[config.mk]
export PLATFORM = sky130hd
export DESIGN_NAME = tile_ocl_dispatch
export DESIGN_NICKNAME = d
export VERILOG_FILES = /design/src/rtl/tile_ocl_dispatch.sv
export SDC_FILE = /design/constraint.sdc
export NUM_CORES = 1
export LEC_CHECK = 0
export ABC_AREA = 1
export ABC_CLOCK_PERIOD_IN_PS = 6900
export CORE_AREA = 2 2 186 188
export DETAILED_ROUTE_END_ITERATION = 7
export DIE_AREA = 0 0 188 190
export GPL_TIMING_DRIVEN = 1
export PLACE_DENSITY = 0.58
export SETUP_SLACK_MARGIN = 0.1
export SYNTH_ARGS = -nofsm -noshare
export SYNTH_HDL_FRONTEND = slang
export SYNTH_SLANG_ARGS = --single-unit
export TNS_END_PERCENT = 50
[constraint.sdc]
create_clock -name clk -period 6.9 [get_ports clk]
set_input_delay 1.38 -clock clk [delete_from_list [all_inputs] [get_ports clk]]
set_output_delay 1.38 -clock clk [all_outputs]
set_load 0.02 [all_outputs]
[src/rtl/tile_ocl_dispatch.sv]
`default_nettype none
// ============================================================================
// Module      : tile_ocl_dispatch
// Description : Per-tile OCL register dispatcher. Terminates one tile's slice
//               of the OCL control bus and forwards each single-beat access to
//               one of N_UNITS in-tile units selected by addr[15:8]. Unmapped
//               IDs and unresponsive units complete with a default response so
//               the host never hangs.
// Revision    : 1.0 - initial release
// ============================================================================
module tile_ocl_dispatch #(
  parameter int          N_UNITS       = 8,
  parameter int          TIMEOUT       = 64,
  parameter logic [31:0] DEFAULT_RDATA = 32'hDEADBEEF
) (
  input  logic                   clk,
  input  logic                   rst,
  input  logic                   ocl_awvalid,
  output logic                   ocl_awready,
  input  logic [31:0]            ocl_awaddr,
  input  logic                   ocl_wvalid,
  output logic                   ocl_wready,
  input  logic [31:0]            ocl_wdata,
  output logic                   ocl_bvalid,
  input  logic                   ocl_bready,
  input  logic                   ocl_arvalid,
  output logic                   ocl_arready,
  input  logic [31:0]            ocl_araddr,
  output logic                   ocl_rvalid,
  input  logic                   ocl_rready,
  output logic [31:0]            ocl_rdata,
  output logic [N_UNITS-1:0]     unit_wvalid,
  input  logic [N_UNITS-1:0]     unit_wready,
  output logic [7:0]             unit_addr,
  output logic [31:0]            unit_wdata,
  output logic [N_UNITS-1:0]     unit_rreq,
  input  logic [N_UNITS-1:0]     unit_rvalid,
  input  logic [32*N_UNITS-1:0]  unit_rdata,
  output logic [15:0]            timeout_count
);

  localparam int IDW  = (N_UNITS > 1) ? $clog2(N_UNITS) : 1;
  localparam int CNTW = $clog2(TIMEOUT);
  localparam logic [CNTW-1:0] CNT_LAST = CNTW'(TIMEOUT - 1);

  localparam logic [2:0] S_IDLE   = 3'd0;
  localparam logic [2:0] S_WAIT_W = 3'd1;
  localparam logic [2:0] S_W_FWD  = 3'd2;
  localparam logic [2:0] S_SEND_B = 3'd3;
  localparam logic [2:0] S_R_REQ  = 3'd4;
  localparam logic [2:0] S_R_WAIT = 3'd5;
  localparam logic [2:0] S_SEND_R = 3'd6;

  logic [2:0]      state_q, state_d;
  logic [15:0]     addr_q, addr_d;
  logic [31:0]     wdata_q, wdata_d;
  logic [31:0]     rdata_q, rdata_d;
  logic [CNTW-1:0] cnt_q, cnt_d;
  logic [15:0]     tocnt_q, tocnt_d;

  logic               w_mapped;
  logic [IDW-1:0]     w_sel;
  logic [N_UNITS-1:0] w_onehot;
  logic               w_sel_wready;
  logic               w_sel_rvalid;
  logic [31:0]        w_sel_rdata;
  logic               w_expired;
  logic               w_unused;

  // Only the low 16 address bits carry unit ID and register offset.
  assign w_unused = &{1'b0, ocl_awaddr[31:16], ocl_araddr[31:16]};

  // Unit selection from the latched address; w_onehot is empty for unmapped IDs
  // so no strobe or request can ever leave for a non-existent unit.
  assign w_mapped     = ({24'd0, addr_q[15:8]} < N_UNITS);
  assign w_sel        = addr_q[8 +: IDW];
  assign w_onehot     = w_mapped ? (N_UNITS'(1) << w_sel) : '0;
  assign w_sel_wready = unit_wready[w_sel];
  assign w_sel_rvalid = unit_rvalid[w_sel];
  assign w_sel_rdata  = unit_rdata[32*w_sel +: 32];

  // Transaction sequencing: one access in flight, response wins over timeout.
  always_comb begin
    state_d   = state_q;
    addr_d    = addr_q;
    wdata_d   = wdata_q;
    rdata_d   = rdata_q;
    cnt_d     = cnt_q;
    tocnt_d   = tocnt_q;
    w_expired = 1'b0;
    case (state_q)
      S_IDLE: begin
        if (ocl_awvalid) begin
          addr_d  = ocl_awaddr[15:0];
          state_d = S_WAIT_W;
        end else if (ocl_arvalid) begin
          addr_d  = ocl_araddr[15:0];
          state_d = S_R_REQ;
        end
      end
      S_WAIT_W: begin
        if (ocl_wvalid) begin
          if (w_mapped) begin
            wdata_d = ocl_wdata;
            cnt_d   = '0;
            state_d = S_W_FWD;
          end else begin
            state_d = S_SEND_B;
          end
        end
      end
      S_W_FWD: begin
        if (w_sel_wready) begin
          state_d = S_SEND_B;
        end else if (cnt_q == CNT_LAST) begin
          state_d   = S_SEND_B;
          w_expired = 1'b1;
        end else begin
          cnt_d = cnt_q + 1'b1;
        end
      end
      S_SEND_B: begin
        if (ocl_bready) state_d = S_IDLE;
      end
      S_R_REQ: begin
        if (w_mapped) begin
          cnt_d   = '0;
          state_d = S_R_WAIT;
        end else begin
          rdata_d = DEFAULT_RDATA;
          state_d = S_SEND_R;
        end
      end
      S_R_WAIT: begin
        if (w_sel_rvalid) begin
          rdata_d = w_sel_rdata;
          state_d = S_SEND_R;
        end else if (cnt_q == CNT_LAST) begin
          rdata_d   = DEFAULT_RDATA;
          state_d   = S_SEND_R;
          w_expired = 1'b1;
        end else begin
          cnt_d = cnt_q + 1'b1;
        end
      end
      S_SEND_R: begin
        if (ocl_rready) state_d = S_IDLE;
      end
      default: state_d = S_IDLE;
    endcase
    if (w_expired && (tocnt_q != 16'hFFFF)) tocnt_d = tocnt_q + 16'd1;
  end

  // State and datapath registers; reset abandons any access in flight.
  always_ff @(posedge clk or posedge rst) begin
    if (rst) begin
      state_q <= S_IDLE;
      addr_q  <= '0;
      wdata_q <= '0;
      rdata_q <= '0;
      cnt_q   <= '0;
      tocnt_q <= '0;
    end else begin
      state_q <= state_d;
      addr_q  <= addr_d;
      wdata_q <= wdata_d;
      rdata_q <= rdata_d;
      cnt_q   <= cnt_d;
      tocnt_q <= tocnt_d;
    end
  end

  // Handshake outputs decode the state; IDLE readies are masked while in reset.
  assign ocl_awready   = (state_q == S_IDLE) & ~rst;
  assign ocl_arready   = (state_q == S_IDLE) & ~ocl_awvalid & ~rst;
  assign ocl_wready    = (state_q == S_WAIT_W);
  assign ocl_bvalid    = (state_q == S_SEND_B);
  assign ocl_rvalid    = (state_q == S_SEND_R);
  assign ocl_rdata     = rdata_q;
  assign unit_wvalid   = (state_q == S_W_FWD) ? w_onehot : '0;
  assign unit_rreq     = (state_q == S_R_REQ) ? w_onehot : '0;
  assign unit_addr     = addr_q[7:0];
  assign unit_wdata    = wdata_q;
  assign timeout_count = tocnt_q;

endmodule
`default_nettype wire

==> results of run 1 <==
layout make-up:
| cell class | instances | share of cell area |
|---|---|---|
| clock buffers | 10 | 0.0186 |
| multi-input cells | 826 | 0.326 |
| diodes | 4 | 0.000813 |
| clock inverters | 6 | 0.00792 |
| flip-flops and latches | 105 | 0.213 |
| repair buffers | 463 | 0.374 |
| well taps | 455 | 0.0462 |
| inverters | 41 | 0.0129 |
cell usage in the layout, fill, tap and decap left out, drive strengths merged:
cell type and count:
bufinv 2, xor2 10, nor3 18, nand3 97, diode 4, o41ai 12
buf 12, o21ai 33, ha 2, xnor2 5, nand2 409, o211ai 5
a21oi 89, o22ai 8, or2 5, inv 42, dfrtp 105, clkbuf 10
nand4 15, nor2 83, clkdlybuf4s50 451, nand3b 3, mux2 32, clkinv 3
power by group through the flow:
| stage | logic (uW) | clock network, uW | registers, uW |
|---|---|---|---|
| 6_report | 2320 | 591 | 951 |
| 5_1_grt | 2570 | 640 | 983 |
| 4_1_cts | 2350 | 625 | 953 |
| 3_5_place_dp | 2350 | 0 | 962 |
| 3_3_place_gp | 2340 | 0 | 954 |
| 2_1_floorplan | 1280 | 0 | 1080 |
Yosys cell counts, types with 4 or more instances:
master	number
nor2_1	80
mux2_2	30
buf_6	5
a21oi_2	7
xnor2_1	5
nand3_1	93
nor3_1	17
nand3_2	4
inv_2	4
o22ai_1	8
o41ai_1	12
or2_2	5
a21oi_1	81
xor2_1	10
buf_1	4
o21ai_0	22
o211ai_1	5
inv_1	35
buf_2	33
o21ai_1	11
nand4_1	15
buf_4	13
clkbuf_1	13
nand2_1	404
dfrtp_1	105
layer usage:
| metal | vias to the layer above | part of all wire | global-route usage | wire [um] |
|---|---|---|---|---|
| met5 | - | 0.00052 | 0 | 17 |
| met4 | 2 | 0.020 | 0.0512 | 647 |
| met3 | 37 | 0.071 | 0.0457 | 2320 |
| met2 | 298 | 0.48 | 0.309 | 15600 |
| met1 | 3907 | 0.43 | 0.222 | 14000 |
| li1 | 4226 | - | - | - |
registers in the layout (all words and copies together), names as in the netlist:
name,cells
ocl_rdata,32
state_q,3
unit_wdata,32
cnt_q,6
timeout_count,16
addr_q,16
logic make-up after synthesis:
logic type	after synthesis	share of synthesized area
simple gates	630	0.369
compound gates	147	0.117
buf+inv	109	0.0752
flops	105	0.366
mux	32	0.0502
xor+xnor	15	0.0183
fa+ha+maj	2	0.00349
stage by stage:
stage,instance area (um^2),setup slack (ns)
finish,12300,2.72
global route,12300,2.63
CTS,12300,2.70
detailed placement,12000,2.70
global placement,12000,2.69
floorplan,7170,2.76
critical path: cells and delay by family:
kind / cells / cell delay, ns
buf+inv: 3 / 1.23
simple gates: 1 / 0.19
path summary, 6_finish.rpt:
kind	from	endpoint	slack, ns	cells after the start
worst max-delay path	ocl_awvalid	ocl_arready	2.72	4
worst min-delay path	unit_wdata[31]	unit_wdata[31]	0.50	1
worst max register to register	addr_q[8]	ocl_rdata[14]	3.69	10
worst min register to register	unit_wdata[31]	unit_wdata[31]	0.50	1
max in group asynchronous	rst	cnt_q[1]	4.17	3
min in group asynchronous	rst	addr_q[1]	1.62	2
==> metrics.txt, run 1 <==
CTS tree=built; clock share of power=0.153; Lkg Pwr=~0.0052 uW; critical path required time=5.52 ns; multi-input combinational cell area=between 4000 and 5000 um^2; Starting Density=0.211; Top cell by count, worst path=clkdlybuf4s50_1; IO Count=between 400 and 500; Mapped Cells=between 1000 and 1500; CP max FO=22; drt total wl=approximately 33000 um; Cells after DPL=1890; worst-margin pin slew=0.888 ns; RSZ-0062 raised after global routing=false; initial antenna violation count=5; syn avg cell area=6.90 um^2; CTS H-Tree Depth=3; crit path kind=input port to output port; post-synth top area share=0.366; share of cells above drive strength 1=0.0648; TritonRoute pass-1 iters=4; achievable frequency=~240 MHz; drt drc=0; DR WL/cell=between 15 and 20 um; PortBufs=451; Synth Cell Area=7170 um^2; Critical Path, Cell by Cell=clkdlybuf4s50_1, buf_4, nor3_1, clkdlybuf4s50_1; Final Hold Violating Endpoints=0; sequential share of the synthesized area=0.366; Power Internal=roughly 2000 uW; sw power=~1800 uW; root buffer cell=clkbuf_16; Async SR Flop Fraction=1.00; Worst Clk Skew=around 0.014 ns; final estimated routing congestion in global placement=around 0.87; Yosys cell types=37; P per Cell Area=approximately 310 nW/um^2; GRT overflow=0; Die Span X=between 150 and 200 um; Combinational Power Share=0.601; slew margin rel.=0.408; All-Layer GR Usage=0.180; Reg area=roughly 2600 um^2; clock buffer depth=2; first-pass GRT wire length=between 40000 and 50000 um; Worst Setup End Kind=output port; Hold WS=a little under 0.5 ns; Final setup viols=0; worst endpoint data arrival time=2.80 ns; Routed Antenna Nets=0; CP peak stage delay=0.63 ns; HP Class=flip-flop to flip-flop; Power, Total=3860 uW; period utilization=0.606; worst vdd ir=~0.2 mV; Post-synth EDFFs=0; Post-Syn Nets=1417; Final min period=approximately 4.2 ns; DPL Wire Length=between 20000 and 25000 um; Final nets=between 1500 and 2000; status=completed; synth-to-layout area growth=71.7%; Clock Sinks=about 110; clock latency on the worst-skew pair=approximately 0.36 ns; routed via count=8470; post-synthesis register bit count=about 110; Die Span Y=about 190 um; Ys Warns=0; Num CTS Buffers=9; final core area utilization=0.363; number of global-route vias before repair=8551; vias per cell=approximately 4.4; row cnt=68; cts hold-fix bufs=0; Slew Viols, Final=0; pin count of the biggest net entering global routing=65; post-synth top area cell=dfrtp_1; total negative slack=0 ns; CP Launch Type=input port; final non-filler cell total=1910; Die ar.=between 30000 and 40000 um^2; # fillers=~3500; max cap viols=0; ys flop type=dfrtp_1; slowest cell on the critical path=clkdlybuf4s50_1; post-CTS setup buffer count=0; Core ar.=roughly 34000 um^2; switch share=0.471; Seq pwr share=0.246; clk slew on worst S/H paths=0.08 ns; starting DRC count in detailed routing=~340; post_cts resized=0; ranking of synthesized cells by area=dfrtp_1, nand2_1, nand3_1, a21oi_1, mux2_2
No activity file was read; power rests on OpenSTA's default activity.
==> inputs of run 2 (changes only) <==
--- a/config.mk
+++ b/config.mk
@@ -6,10 +6,10 @@
 export NUM_CORES = 1
 export LEC_CHECK = 0
 export ABC_AREA = 1
-export ABC_CLOCK_PERIOD_IN_PS = 6900
-export CORE_AREA = 2 2 186 188
+export ABC_CLOCK_PERIOD_IN_PS = 3500
+export CORE_AREA = 2 2 190 192
 export DETAILED_ROUTE_END_ITERATION = 7
-export DIE_AREA = 0 0 188 190
+export DIE_AREA = 0 0 192 194
 export GPL_TIMING_DRIVEN = 1
 export PLACE_DENSITY = 0.58
 export SETUP_SLACK_MARGIN = 0.1
==> constraint.sdc (replaced) <==
create_clock -name clk -period 3.5 [get_ports clk]
set_input_delay 0.7 -clock clk [delete_from_list [all_inputs] [get_ports clk]]
set_output_delay 0.7 -clock clk [all_outputs]
set_load 0.02 [all_outputs]
==> metrics.txt, run 2 (same netlist as run 1, synthesis figures left out) <==
Top delay family on crit path=buffers and inverters; worst-margin pin slew=0.698 ns (-0.190 ns); DPL Wire Length=26000 um (+5.7%); Seq pwr share=0.249 (+0.003); crit path kind=flip-flop to output port; hold path startpoint=ocl_rdata[22]; synth-to-layout area growth=72.4%; pin count of the biggest net entering global routing=106 (+63%); CP Launch Type=flip-flop; CP peak stage delay=0.65 ns (+0.02 ns); total negative slack=0 ns (unchanged); root buffer cell=clkbuf_16; CTS H-Tree Depth=3 (unchanged); Starting Density=0.204 (-0.00766); clock latency on the worst-skew pair=0.36 ns (about the same); cts hold-fix bufs=0 (unchanged); most common cell after layout, fill and taps aside=clkdlybuf4s50_1; routed via count=8484 (+0.17%); row cnt=69 (+1.5%); Slew Viols, Final=0 (unchanged); R2R Path Start=addr_q[8]; clock share of power=0.144 (-0.009); drt total wl=34100 um (+4.7%); P per Cell Area=617 nW/um^2 (+97%); Final min period=around 3.2 ns; final core area utilization=0.351 (-0.0119); first-pass GRT wire length=50000 um (+0.58%); Routed Antenna Nets=0 (unchanged); PnR worst setup slack=0.254 ns (-2.46 ns); most frequent cells in the layout=clkdlybuf4s50_1, nand2_1, dfrtp_1; achievable frequency=around 310 MHz; DR WL/cell=17.8 um (+4.3%); number of global-route vias before repair=8535 (-0.19%); worst endpoint data arrival time=2.55 ns (-0.25 ns); critical path required time=2.80 ns (-2.72 ns); vias per cell=4.43 (-0.20%); CTS tree=built; Final setup viols=0 (unchanged); Place WS=0.588 ns (-2.11 ns); PortBufs=451 (unchanged); slew margin rel.=0.534 (+0.126); Final nets=1826 (+0.16%); Critical Path, Cell by Cell=inv_2, nand2_1, nor2_1, clkinvlp_4, nor3_1, clkdlybuf4s50_1; multi-input combinational cell area=4020 um^2 (about the same); Cells after DPL=1899 (+0.48%); Worst Clk Skew=0.00786 ns (-0.00647 ns); RSZ-0062 raised after global routing=false; Hold EP=ocl_rdata[22]; final non-filler cell total=1917 (+0.37%); Combinational Power Share=0.607 (+0.006); starting DRC count in detailed routing=410 (+20%); switch share=0.474 (+0.00358); drt drc=0 (unchanged); CP bufs+invs=3 (unchanged); Die Span X=192 um (+2.1%); Worst Setup End Kind=output port; clk slew on worst S/H paths=0.08 ns (about the same); TritonRoute pass-1 iters=5 (+1); CP Launch Point=state_q[1]; R2R Setup Slk=0.91 ns (-2.78 ns); max cap viols=0 (unchanged); slowest cell on the critical path=clkdlybuf4s50_1; Lkg Pwr=0.00524 uW (+0.40%); IO Count=484 (unchanged); CP max FO=9 (-59%); worst r2r dst=ocl_rdata[26]; # fillers=3697 (+5.1%); status=completed; share of cells above drive strength 1=0.0695 (+0.00468); Reg area=2630 um^2 (unchanged); cell count of the worst reg-to-reg path=9 (-1); final estimated routing congestion in global placement=0.915 (+4.9%); Power Internal=4010 uW (+96%); Num CTS Buffers=9 (unchanged); sw power=3620 uW (+99%); All-Layer GR Usage=0.177 (-0.00306); GRT overflow=0 (unchanged); HP Class=flip-flop to flip-flop; Power, Total=7630 uW (+98%); Core ar.=35200 um^2 (+3.8%); Clock Sinks=105 (unchanged); WHS Path Cells=2 (+1); Final Hold Violating Endpoints=0 (unchanged); Die Span Y=194 um (+2.1%); period utilization=0.927; clock buffer depth=2 (unchanged); initial antenna violation count=2 (-3); Die ar.=37200 um^2 (+4.3%); worst vdd ir=0.323 mV (+62%)
## run 2: worst min-delay path: stages (launching register included)
cell     delay, ns
dfrtp_1       0.34
nand2_1       0.05
o21ai_1       0.06
## run 2: worst max path at each step
| stage | endpoint | cells after the start |
|---|---|---|
| 2_1_floorplan | unit_rreq[0] | 6 |
| 3_3_place_gp | unit_rreq[7] | 6 |
| 3_5_place_dp | unit_rreq[5] | 6 |
| 4_1_cts | unit_rreq[5] | 6 |
| 5_1_grt | unit_wvalid[0] | 6 |
| 6_report | unit_rreq[5] | 6 |
## run 2: area by class of cell
cell class	instances	share of cell area
Clock buffer	11	0.0196
Multi-Input combinational cell	826	0.325
Timing Repair Buffer	466	0.377
Tap cell	461	0.0467
Antenna cell	2	0.000405
Sequential cell	105	0.213
Clock inverter	5	0.00516
Inverter	41	0.0133
## run 2: power groups by stage
stage | clock network, uW | logic [uW] | registers, uW
2_1_floorplan | 0 | 2510 | 2140
3_3_place_gp | 0 | 4670 | 1900
3_5_place_dp | 0 | 4690 | 1920
4_1_cts | 1170 | 4700 | 1910
5_1_grt | 1200 | 5070 | 1960
6_report | 1100 | 4630 | 1900
## run 2: routing by layer
layer  up-vias  share of wire  track usage
met4         0          0.014       0.0345
met3        28          0.069       0.0409
met2       285           0.49        0.317
li1       4232              -            -
met1      3939           0.43        0.214
met5         -              0            0
## run 2: metrics by stage
stage               hold slack [ns]  area, um^2
detailed placement            0.481       12000
floorplan                     0.468        7180
global route                  0.522       12400
finish                        0.494       12400
CTS                           0.499       12400
global placement              0.475       12000
## run 2: timing repair
| action | 4_1_cts | 5_1_grt |
|---|---|---|
| buffers inserted | 0 | 0 |
| setup endpoints to repair | 0 | 7 |
| gates resized for setup | 0 | 2 |
==> inputs of run 3 (changes only) <==
--- a/config.mk
+++ b/config.mk
@@ -13,6 +13,7 @@
 export GPL_TIMING_DRIVEN = 1
 export PLACE_DENSITY = 0.58
 export SETUP_SLACK_MARGIN = 0.1
+export SLEW_MARGIN = 10
 export SYNTH_ARGS = -nofsm -noshare
 export SYNTH_HDL_FRONTEND = slang
 export SYNTH_SLANG_ARGS = --single-unit
==> results of run 3 <==
No change in the layout: final DEF, timing and power equal those of run 2.
